[src/rtl/dual_pipe_ctrl_pkg.sv]
`default_nettype none
// ============================================================================
// Module      : dual_pipe_ctrl_pkg
// Description : Shared state encoding and stall/flush vectors for the
//               dual-issue pipeline stall/flush sequencer.
// Revision    : 1.0 - initial release
// ============================================================================
package dual_pipe_ctrl_pkg;

  localparam int CTRL_STALL_W = 5;
  localparam int CTRL_FLUSH_W = 4;

  typedef enum logic [2:0] {
    CTRL_ST_RUN       = 3'd0,
    CTRL_ST_EXCP      = 3'd1,
    CTRL_ST_FENCE     = 3'd2,
    CTRL_ST_WFI_DRAIN = 3'd3,
    CTRL_ST_WFI       = 3'd4
  } ctrl_state_e;

  // Stall vector: [0]PC [1]IFID [2]IDEX [3]EXMem [4]MemWb
  localparam logic [CTRL_STALL_W-1:0] C_STALL_NONE   = 5'b00000;
  localparam logic [CTRL_STALL_W-1:0] C_STALL_DCACHE = 5'b01111;
  localparam logic [CTRL_STALL_W-1:0] C_STALL_EX     = 5'b00111;
  localparam logic [CTRL_STALL_W-1:0] C_STALL_ID     = 5'b00011;
  localparam logic [CTRL_STALL_W-1:0] C_STALL_IF     = 5'b00001;

  // Flush vector: [0]IFID [1]IDEX [2]EXMem [3]MemWb
  localparam logic [CTRL_FLUSH_W-1:0] C_FLUSH_NONE   = 4'b0000;
  localparam logic [CTRL_FLUSH_W-1:0] C_FLUSH_ALL    = 4'b1111;
  localparam logic [CTRL_FLUSH_W-1:0] C_FLUSH_DCACHE = 4'b1000;
  localparam logic [CTRL_FLUSH_W-1:0] C_FLUSH_EX     = 4'b0100;
  localparam logic [CTRL_FLUSH_W-1:0] C_FLUSH_BRANCH = 4'b0011;
  localparam logic [CTRL_FLUSH_W-1:0] C_FLUSH_ID     = 4'b0010;
  localparam logic [CTRL_FLUSH_W-1:0] C_FLUSH_IF     = 4'b0001;

endpackage
`default_nettype wire

[src/rtl/ctrl_stage_valid.sv]
`default_nettype none
// ============================================================================
// Module      : ctrl_stage_valid
// Description : Occupancy tracker for the four pipeline registers
//               (0=IFID .. 3=MemWb), driven by the same stall/flush
//               vectors the sequencer sends to the pipe stages.
// Revision    : 1.0 - initial release
// ============================================================================
module ctrl_stage_valid
  import dual_pipe_ctrl_pkg::*;
(
  input  logic                    clk,
  input  logic                    rst_n,
  input  logic [CTRL_STALL_W-1:0] stall,
  input  logic [CTRL_FLUSH_W-1:0] flush,
  output logic [CTRL_FLUSH_W-1:0] v
);

  // Value each register loads when it advances; fetch feeds a valid
  // instruction whenever the PC is not held.
  logic [CTRL_FLUSH_W-1:0] w_feed;
  assign w_feed = {v[CTRL_FLUSH_W-2:0], ~stall[0]};

  // Flush wins over hold; a register held by its own stall bit keeps its state.
  always_ff @(posedge clk or negedge rst_n) begin
    if (!rst_n) begin
      v <= '0;
    end else begin
      for (int i = 0; i < CTRL_FLUSH_W; i++) begin
        if (flush[i]) begin
          v[i] <= 1'b0;
        end else if (!stall[i+1]) begin
          v[i] <= w_feed[i];
        end
      end
    end
  end

endmodule
`default_nettype wire

[src/rtl/dual_pipe_ctrl.sv]
`default_nettype none
// ============================================================================
// Module      : dual_pipe_ctrl
// Description : Central stall/flush sequencer for the dual-issue 5-stage
//               core. Priority-muxes stall requests and redirect events into
//               per-register stall/flush vectors, drains the pipe for FENCE
//               and WFI, and watches for runaway Dcache stalls.
// Revision    : 1.0 - initial release
// ============================================================================
module dual_pipe_ctrl
  import dual_pipe_ctrl_pkg::*;
#(
  parameter int          EXCP_HOLD = 1,
  parameter int          TMO_W     = 8,
  parameter int unsigned TMO_LIMIT = 200
) (
  input  logic                    clk,
  input  logic                    rst_n,
  input  logic                    Icache_StallReq,
  input  logic                    Dcache_StallReq,
  input  logic                    DecodeHazard_StallReq,
  input  logic                    EX_StallReq,
  input  logic                    EX_BranchFlag_0,
  input  logic                    EX_BranchFlag_1,
  input  logic                    Csr_ExcpFlag,
  input  logic                    Decode_WfiReq,
  input  logic                    Decode_FenceReq,
  input  logic                    Csr_WFIClrFlag,
  output logic [CTRL_STALL_W-1:0] Ctrl_Stall,
  output logic [CTRL_FLUSH_W-1:0] Flush,
  output logic                    Ctrl_KillSlot1,
  output logic                    Ctrl_Busy,
  output logic                    Ctrl_StallTmo
);

  // The hold counter stores cycles remaining minus one, so EXCP lasts
  // exactly EXCP_HOLD cycles after the trap cycle.
  localparam int EXCP_CW = (EXCP_HOLD > 1) ? $clog2(EXCP_HOLD) : 1;
  localparam logic [EXCP_CW-1:0] C_EXCP_RELOAD =
      (EXCP_HOLD > 0) ? EXCP_CW'(EXCP_HOLD - 1) : '0;
  localparam ctrl_state_e C_EXCP_ENTRY = (EXCP_HOLD > 0) ? CTRL_ST_EXCP : CTRL_ST_RUN;

  ctrl_state_e             r_state;
  ctrl_state_e             w_state_nxt;
  logic [EXCP_CW-1:0]      r_excp_cnt;
  logic [TMO_W-1:0]        r_wd_cnt;
  logic                    r_tmo;
  logic [CTRL_FLUSH_W-1:0] w_v;
  logic                    w_drained;
  logic                    w_run_blocked;
  logic                    w_tmo_hit;

  assign w_drained     = (w_v[3:1] == 3'b000);
  assign w_run_blocked = Dcache_StallReq | EX_StallReq | EX_BranchFlag_0 |
                         EX_BranchFlag_1 | DecodeHazard_StallReq;
  assign w_tmo_hit     = (r_wd_cnt == TMO_W'(TMO_LIMIT));

  // Priority mux: trap first, then state-specific rows, 0-cycle latency.
  always_comb begin
    Ctrl_Stall     = C_STALL_NONE;
    Flush          = C_FLUSH_NONE;
    Ctrl_KillSlot1 = 1'b0;
    if (Csr_ExcpFlag) begin
      Flush = C_FLUSH_ALL;
    end else begin
      case (r_state)
        CTRL_ST_RUN: begin
          if (Dcache_StallReq) begin
            // EX is frozen, so any pending branch is re-presented later.
            Ctrl_Stall = C_STALL_DCACHE;
            Flush      = C_FLUSH_DCACHE;
          end else if (EX_StallReq) begin
            Ctrl_Stall = C_STALL_EX;
            Flush      = C_FLUSH_EX;
          end else if (EX_BranchFlag_0 | EX_BranchFlag_1) begin
            Flush          = C_FLUSH_BRANCH;
            Ctrl_KillSlot1 = EX_BranchFlag_0;
          end else if (DecodeHazard_StallReq | Decode_FenceReq | Decode_WfiReq) begin
            Ctrl_Stall = C_STALL_ID;
            Flush      = C_FLUSH_ID;
          end else if (Icache_StallReq) begin
            Ctrl_Stall = C_STALL_IF;
            Flush      = C_FLUSH_IF;
          end
        end
        CTRL_ST_EXCP: begin
          Flush = C_FLUSH_BRANCH;
        end
        CTRL_ST_FENCE, CTRL_ST_WFI_DRAIN: begin
          // Older instructions still draining may stall in Mem or EX.
          if (Dcache_StallReq) begin
            Ctrl_Stall = C_STALL_DCACHE;
            Flush      = C_FLUSH_DCACHE;
          end else if (EX_StallReq) begin
            Ctrl_Stall = C_STALL_EX;
            Flush      = C_FLUSH_EX;
          end else begin
            Ctrl_Stall = C_STALL_ID;
            Flush      = C_FLUSH_ID;
          end
        end
        CTRL_ST_WFI: begin
          Ctrl_Stall = C_STALL_ID;
          Flush      = C_FLUSH_ID;
        end
        default: begin
          Ctrl_Stall = C_STALL_NONE;
        end
      endcase
    end
  end

  // Next-state selection; a trap overrides any drain in progress.
  always_comb begin
    w_state_nxt = r_state;
    if (Csr_ExcpFlag) begin
      w_state_nxt = C_EXCP_ENTRY;
    end else begin
      case (r_state)
        CTRL_ST_RUN: begin
          if (!w_run_blocked) begin
            if (Decode_FenceReq) begin
              w_state_nxt = CTRL_ST_FENCE;
            end else if (Decode_WfiReq) begin
              w_state_nxt = CTRL_ST_WFI_DRAIN;
            end
          end
        end
        CTRL_ST_EXCP:      if (r_excp_cnt == '0) w_state_nxt = CTRL_ST_RUN;
        CTRL_ST_FENCE:     if (w_drained) w_state_nxt = CTRL_ST_RUN;
        CTRL_ST_WFI_DRAIN: if (w_drained) w_state_nxt = CTRL_ST_WFI;
        CTRL_ST_WFI:       if (Csr_WFIClrFlag) w_state_nxt = CTRL_ST_RUN;
        default:           w_state_nxt = CTRL_ST_RUN;
      endcase
    end
  end

  // FSM register with registered busy flag and trap hold counter.
  always_ff @(posedge clk or negedge rst_n) begin
    if (!rst_n) begin
      r_state    <= CTRL_ST_RUN;
      Ctrl_Busy  <= 1'b0;
      r_excp_cnt <= '0;
    end else begin
      r_state   <= w_state_nxt;
      Ctrl_Busy <= (w_state_nxt != CTRL_ST_RUN);
      if (Csr_ExcpFlag) begin
        r_excp_cnt <= C_EXCP_RELOAD;
      end else if ((r_state == CTRL_ST_EXCP) && (r_excp_cnt != '0)) begin
        r_excp_cnt <= r_excp_cnt - 1'b1;
      end
    end
  end

  // Dcache watchdog: saturating run-length counter plus sticky timeout flag.
  always_ff @(posedge clk or negedge rst_n) begin
    if (!rst_n) begin
      r_wd_cnt <= '0;
      r_tmo    <= 1'b0;
    end else begin
      if (!Dcache_StallReq) begin
        r_wd_cnt <= '0;
      end else if (r_wd_cnt != '1) begin
        r_wd_cnt <= r_wd_cnt + 1'b1;
      end
      if (w_tmo_hit) begin
        r_tmo <= 1'b1;
      end
    end
  end

  // The flag is visible in the same cycle the count reaches the limit.
  assign Ctrl_StallTmo = r_tmo | w_tmo_hit;

  ctrl_stage_valid u_stage_valid (
    .clk   (clk),
    .rst_n (rst_n),
    .stall (Ctrl_Stall),
    .flush (Flush),
    .v     (w_v)
  );

endmodule
`default_nettype wire

[config.mk]
export PLATFORM = sky130hd
export DESIGN_NAME = dual_pipe_ctrl
export DESIGN_NICKNAME = d
export VERILOG_FILES = /design/src/rtl/dual_pipe_ctrl_pkg.sv /design/src/rtl/ctrl_stage_valid.sv /design/src/rtl/dual_pipe_ctrl.sv
export SDC_FILE = /design/constraint.sdc
export NUM_CORES = 1
export LEC_CHECK = 0
export ABC_AREA = 1
export BUFFER_PORTS_ARGS = -buffer_cell sky130_fd_sc_hd__buf_2
export CORE_AREA = 4 4 52 54
export CTS_BUF_LIST = sky130_fd_sc_hd__clkbuf_16
export DETAILED_ROUTE_END_ITERATION = 8
export DIE_AREA = 0 0 56 58
export GPL_ROUTABILITY_DRIVEN = 0
export PLACE_DENSITY = 0.75
export SLEW_MARGIN = 25
export SYNTH_ARGS = -nofsm -noshare
export SYNTH_HDL_FRONTEND = slang
export SYNTH_SLANG_ARGS = --single-unit
[constraint.sdc]
create_clock -name clk -period 1.6 [get_ports clk]
set_clock_uncertainty 0.1 [all_clocks]
set_input_delay 0.08 -clock clk [delete_from_list [all_inputs] [get_ports clk]]
set_output_delay 0.08 -clock clk [all_outputs]
set_load 0.05 [all_outputs]
Yosys cells after proc, flatten, opt, wreduce, memory -nomap -nowiden:

Index checks and enable logic that the tools add are counted.
Widths: inputs -> output; s select.

* register bits: 18
* word-level logic and storage cells: 81

* $add $sub $neg: 2
* equal/unequal tests: 11
* mux-type cells: 44
* bitwise gates (word level): 9
* reduce and logical (&&, ||, !) cells: 6

Operator list (count)
* $mux 3: 12
* $mux 4: 5
* $mux 1: 17
* $mux 8: 2
* $pmux 4 s4: 1
* $pmux 3 s5: 1
* $pmux 4 s3: 1
* $add 8x1->8 const B: 1
* $eq 8x8->1 const B: 1
* $mux 2: 4
* $ne 2x2->1 const B: 4
* $ne 8x8->1 const B: 1
* $or 1x1->1: 8
* $eq 3x2->1 const B: 2
* $logic_not 3->1: 2
* $mux 5: 1
* $eq 3x1->1 const B: 1
* $eq 3x3->1 const B: 1
* $reduce_bool 3->1: 1
* $ne 2x1->1 const B: 1
* $reduce_bool 2->1: 1
* $reduce_or 2->1: 1
* $logic_and 1x1->1: 1
* $not 1->1: 1
* $sub 1x1->1 const B: 1

Longest topological paths before layout:

* depth in word-level cells: 11
* mapped depth: 9
* depth with buffers taken out: 8

Modules after synthesis:

Synthesis repeated with hierarchy kept, for this count alone.

* cells, all modules: 166
* area total of the unflattened synthesis: 1184.9 um^2

Modules (own cells, without submodules)
* dual_pipe_ctrl: instances 1, cells each 141, area each 996.0 um^2, seq. area each 350.3 um^2
* ctrl_stage_valid: instances 1, cells each 25, area each 188.9 um^2, seq. area each 100.1 um^2

Worst setup path before layout:

Ideal clock, no wire load.

* kind: flip-flop to output port
* start point: register r_state[0]
* end point: output port Ctrl_KillSlot1
* data arrival time: 2163 ps
* required time: 1420 ps
* slack: -743 ps
* stages on the path, launching flop included: 5
* cells stage by stage: dfrtp_1 buf_2 nor2_2 nand2_2 nor4_1

* cells in the longest elaborated chain, start to end: 3

RTL lines
* from (decl): line dual_pipe_ctrl.sv:43 `ctrl_state_e r_state;`
* from (signal assigned): line dual_pipe_ctrl.sv:145 `r_state <= w_state_nxt;`
* $logic_not 3->1: line dual_pipe_ctrl.sv:66 `case (r_state)`
* $mux 1: line dual_pipe_ctrl.sv:66
* $mux 1: line dual_pipe_ctrl.sv:63 `if (Csr_ExcpFlag) begin`
* to (decl): line dual_pipe_ctrl.sv:31 `output logic Ctrl_KillSlot1,`

No other way between the ends.

Worst setup path after layout:

* start point: register r_state[1]
* end point: output port Flush[1]

* cells in the longest elaborated chain, start to end: 4

RTL lines
* $eq 3x2->1: line dual_pipe_ctrl.sv:66
* $reduce_or 2->1: line dual_pipe_ctrl.sv:66
* $pmux 4 s4 *: line dual_pipe_ctrl.sv:66
* $mux 4 *: line dual_pipe_ctrl.sv:63
* to (decl): line dual_pipe_ctrl.sv:30 `output logic [CTRL_FLUSH_W-1:0] Flush,`

Mark *: on every way between the ends. The rest lies on a longest branch, timed or not.

==> results.toml <==
[global_routing]
antenna_violations_before_repair = 0
gr-total-overflow = 0
wire_length_of_the_first_global_routing_pass_mm = 4.795
first_global_vias = 1149
globalRouteTotalUtil_pct = 18.53
maximum_number_of_pins_on_one_net_before_global_route_repair = 19

[yosys]
synth-edff-count = 0
synth.net_count = 174
synth_top_flop_cell = "sky130_fd_sc_hd__dfrtp_1"
asyncSetResetFlopFracSynth_pct = 100.0
post_synth_instance_area_um2 = 1145
synth_area_leaders = "sky130_fd_sc_hd__dfrtp_1, sky130_fd_sc_hd__nand2_1, sky130_fd_sc_hd__nand3_1, sky130_fd_sc_hd__inv_1, sky130_fd_sc_hd__nor2_1"
synth_cell_type_count = 27
yosysSeqAreaShare_pct = 39.34
cells_after_synthesis = 160
avgSynthCellArea_um2 = 7.155
ys_ff_latch = 18
synthDominantAreaCellType = "sky130_fd_sc_hd__dfrtp_1"
synth_warnings = 0
yosys.area.top_type_share_pct = 39.34

[floorplanning]
placeable_area_um2 = 2212
die_width_um = 56
design.die.area_um2 = 3248
io-pin-count = 24
initial_utilization_pct = 51.75
die_height_um = 58
rows = 17

[power_and_ir_drop]
p_int_uw = 879.4
seq_power_share_pct = 39.1
p_leak_uw = 0.0007925
power_switching_share_pct = 28.75
total_switching_power_uw = 354.8
clockPowerShare_pct = 41.2
vdd_ir_drop_max_mv = 0.5590
power_per_cell_area_nw_per_um2 = 827.5
comb_power_share_pct = 19.8

[run]
maxCapViolations = 0

[timing]
maxSlewViolCount = 0
final_hold_viol_count = 0
setup_violations = 2
finalCriticalPeriod_ps = 1614
crit_share_post_route_pct = 100.9
rsz0062_at_grt = "true"
hold-worst-slack_ps = 7.515
fmax_mhz = 619.7
fin_ws_ps = -13.64

[detailed_routing]
wire_per_inst_um = 13.20
route.vias.total = 1169
detail_route.iter0.violations = 35
antenna_left = 0
detailedRoute.firstPassIterationCount = 4
wirelength_mm = 2.864
drc = 0
routed_via_density = 5.387

[setup_path]
critical-path-max-stage-delay_ps = 450
timing.rr.start = "r_wd_cnt[0]"
cp_data_required_time_ps = 1420
cp_slowest_cell = "sky130_fd_sc_hd__dfrtp_2"
cp-startpoint = "r_state[1]"
crit_type = "flop to primary output"
cp_cell_sequence = "inv_4 -> nor2_4 -> buf_4 -> a21oi_2 -> nand4_1 -> buf_6"
cp-end-kind = "primary output"
cp-start-kind = "flop"
worst-path-max-fanout = 5
critPathArrivalTime_ps = 1430

[clock_network]
clk-insertion-delay-late_ps = 250
cts_tree = "yes"
clock_path_buffers = 2
clock-sinks = 18
cts.root.buffer_cell = "sky130_fd_sc_hd__clkbuf_16"
number_of_cts_inserted_buffers = 3
htree_levels = 1
cts.reportedPaths.clkPinSlew_ps = 50

[hold_path]
worst_hold_startpoint = "Csr_ExcpFlag"
worstHoldPathType = "primary input to flop"

[cells_and_area]
post_route_cells_drive_above_1_share_pct = 31.75
syn_to_final_growth_pct = 30.27
antenna-diode-count = 0
layout.cells.most_common = "sky130_fd_sc_hd__nand2_1"
finish.utilization_pct = 67.42
final_nets = 204
number_of_filler_instances_in_the_final_layout = 189
most_used_cells_in_the_layout_excluding_fill_and_tap_cells = "sky130_fd_sc_hd__nand2_1, sky130_fd_sc_hd__inv_1, sky130_fd_sc_hd__nor2_1"

[status]
status = "finished, violations left"
violations_in_the_final_reports = "setup timing"

[placed_design]
place.detailed.hpwl_mm = 2.065
numPortBuffers = 22
==> area by class of cell <==
class / instances / area [um2] / share of cell area, %
Clock buffer: 3 / 75.07 / 5.034
Clock inverter: 1 / 3.754 / 0.2517
Inverter: 27 / 106.4 / 7.131
Multi-Input combinational cell: 112 / 609.3 / 40.86
Sequential cell: 18 / 454.2 / 30.45
Tap cell: 28 / 35.03 / 2.349
Timing Repair Buffer: 28 / 207.7 / 13.93
==> cells by family after synthesis <==
kind of cell / synth area share (%)
DFF: 39.34
and+or+nand+nor: 36.07
buffers and inverters: 10.60
other: 0.3276
AOI/OAI and AO/OA: 11.47
adders and majority gates: 2.185
==> power by group through the flow <==
stage | clock [uW] | sequential [uW] | combinational (uW)
6_report | 508 | 482 | 244
5_1_grt | 541 | 483 | 265
4_1_cts | 523 | 480 | 236
3_3_place_gp | 0 | 486 | 209
2_1_floorplan | 0 | 491 | 150
3_5_place_dp | 0 | 487 | 215
==> per-stage QoR <==
step                      instance area, um2  total power (uW)  setup TNS (ps)  std cells  worst slack [ps]
after detailed placement                1299             702.6               0        208             126.7
final                                   1491              1234          -22.92        217            -13.64
after global routing                    1491              1290          -324.6        217            -93.89
after CTS                               1449              1238               0        213            0.5508
after global placement                  1299             695.6               0        208             183.8
after floorplan                         1169             640.8               0        160             1.294
==> flip-flops by register name, indices dropped and copies added, names as in the netlist <==
signal,count
r_wd_cnt,8
u_stage_valid.v,4
r_state,3
Ctrl_Busy,1
r_excp_cnt,1
r_tmo,1
==> worst max-delay path: cells and delay by family, from the launching register on <==
family                 cells  cell delay (ps)
AND/OR/NAND/NOR            2              180
buffers and inverters      3              440
AO/OA/AOI/OAI              1              100
flip-flops                 1              450
==> final timing paths <==
| path | endpoint | slack [ps] | depth (start not counted) |
|---|---|---|---|
| setup / recovery | Flush[1] | -10 | 6 |
| hold / removal | r_state[2] | 8 | 2 |
| setup reg to reg | r_wd_cnt[0] | 150 | 6 |
| hold reg to reg | r_tmo | 370 | 1 |
| max in group asynchronous | r_state[1] | 900 | 2 |
| min in group asynchronous | Ctrl_Busy | 190 | 2 |
==> metal layers <==
metal	global-route usage [%]	up-vias	wire [um]
met5	0	-	0
met4	9.153	0	74
met3	4.009	9	225
met2	31.39	43	1411
met1	22.36	545	1153
li1	-	572	-
==> synth_stat cells, drive strengths merged, types with 2 or more instances <==
library cell / count
ha: 2
nand3: 19
a21oi: 3
dfrtp: 18
nand4: 5
nor3: 3
inv: 27
nor2: 28
o21ai: 10
a31oi: 4
a21o: 2
nand2: 31
buf: 3
==> timing repair <==
item,CTS,global route
pin swaps,1,1
hold endpoints to repair,18,0
gates cloned,0,0
buffers inserted,0,4
hold buffers,1,0
gates resized for setup,20,8
endpoints found under the setup margin,9,10
Note: power is estimated with default switching activity, not from simulation.
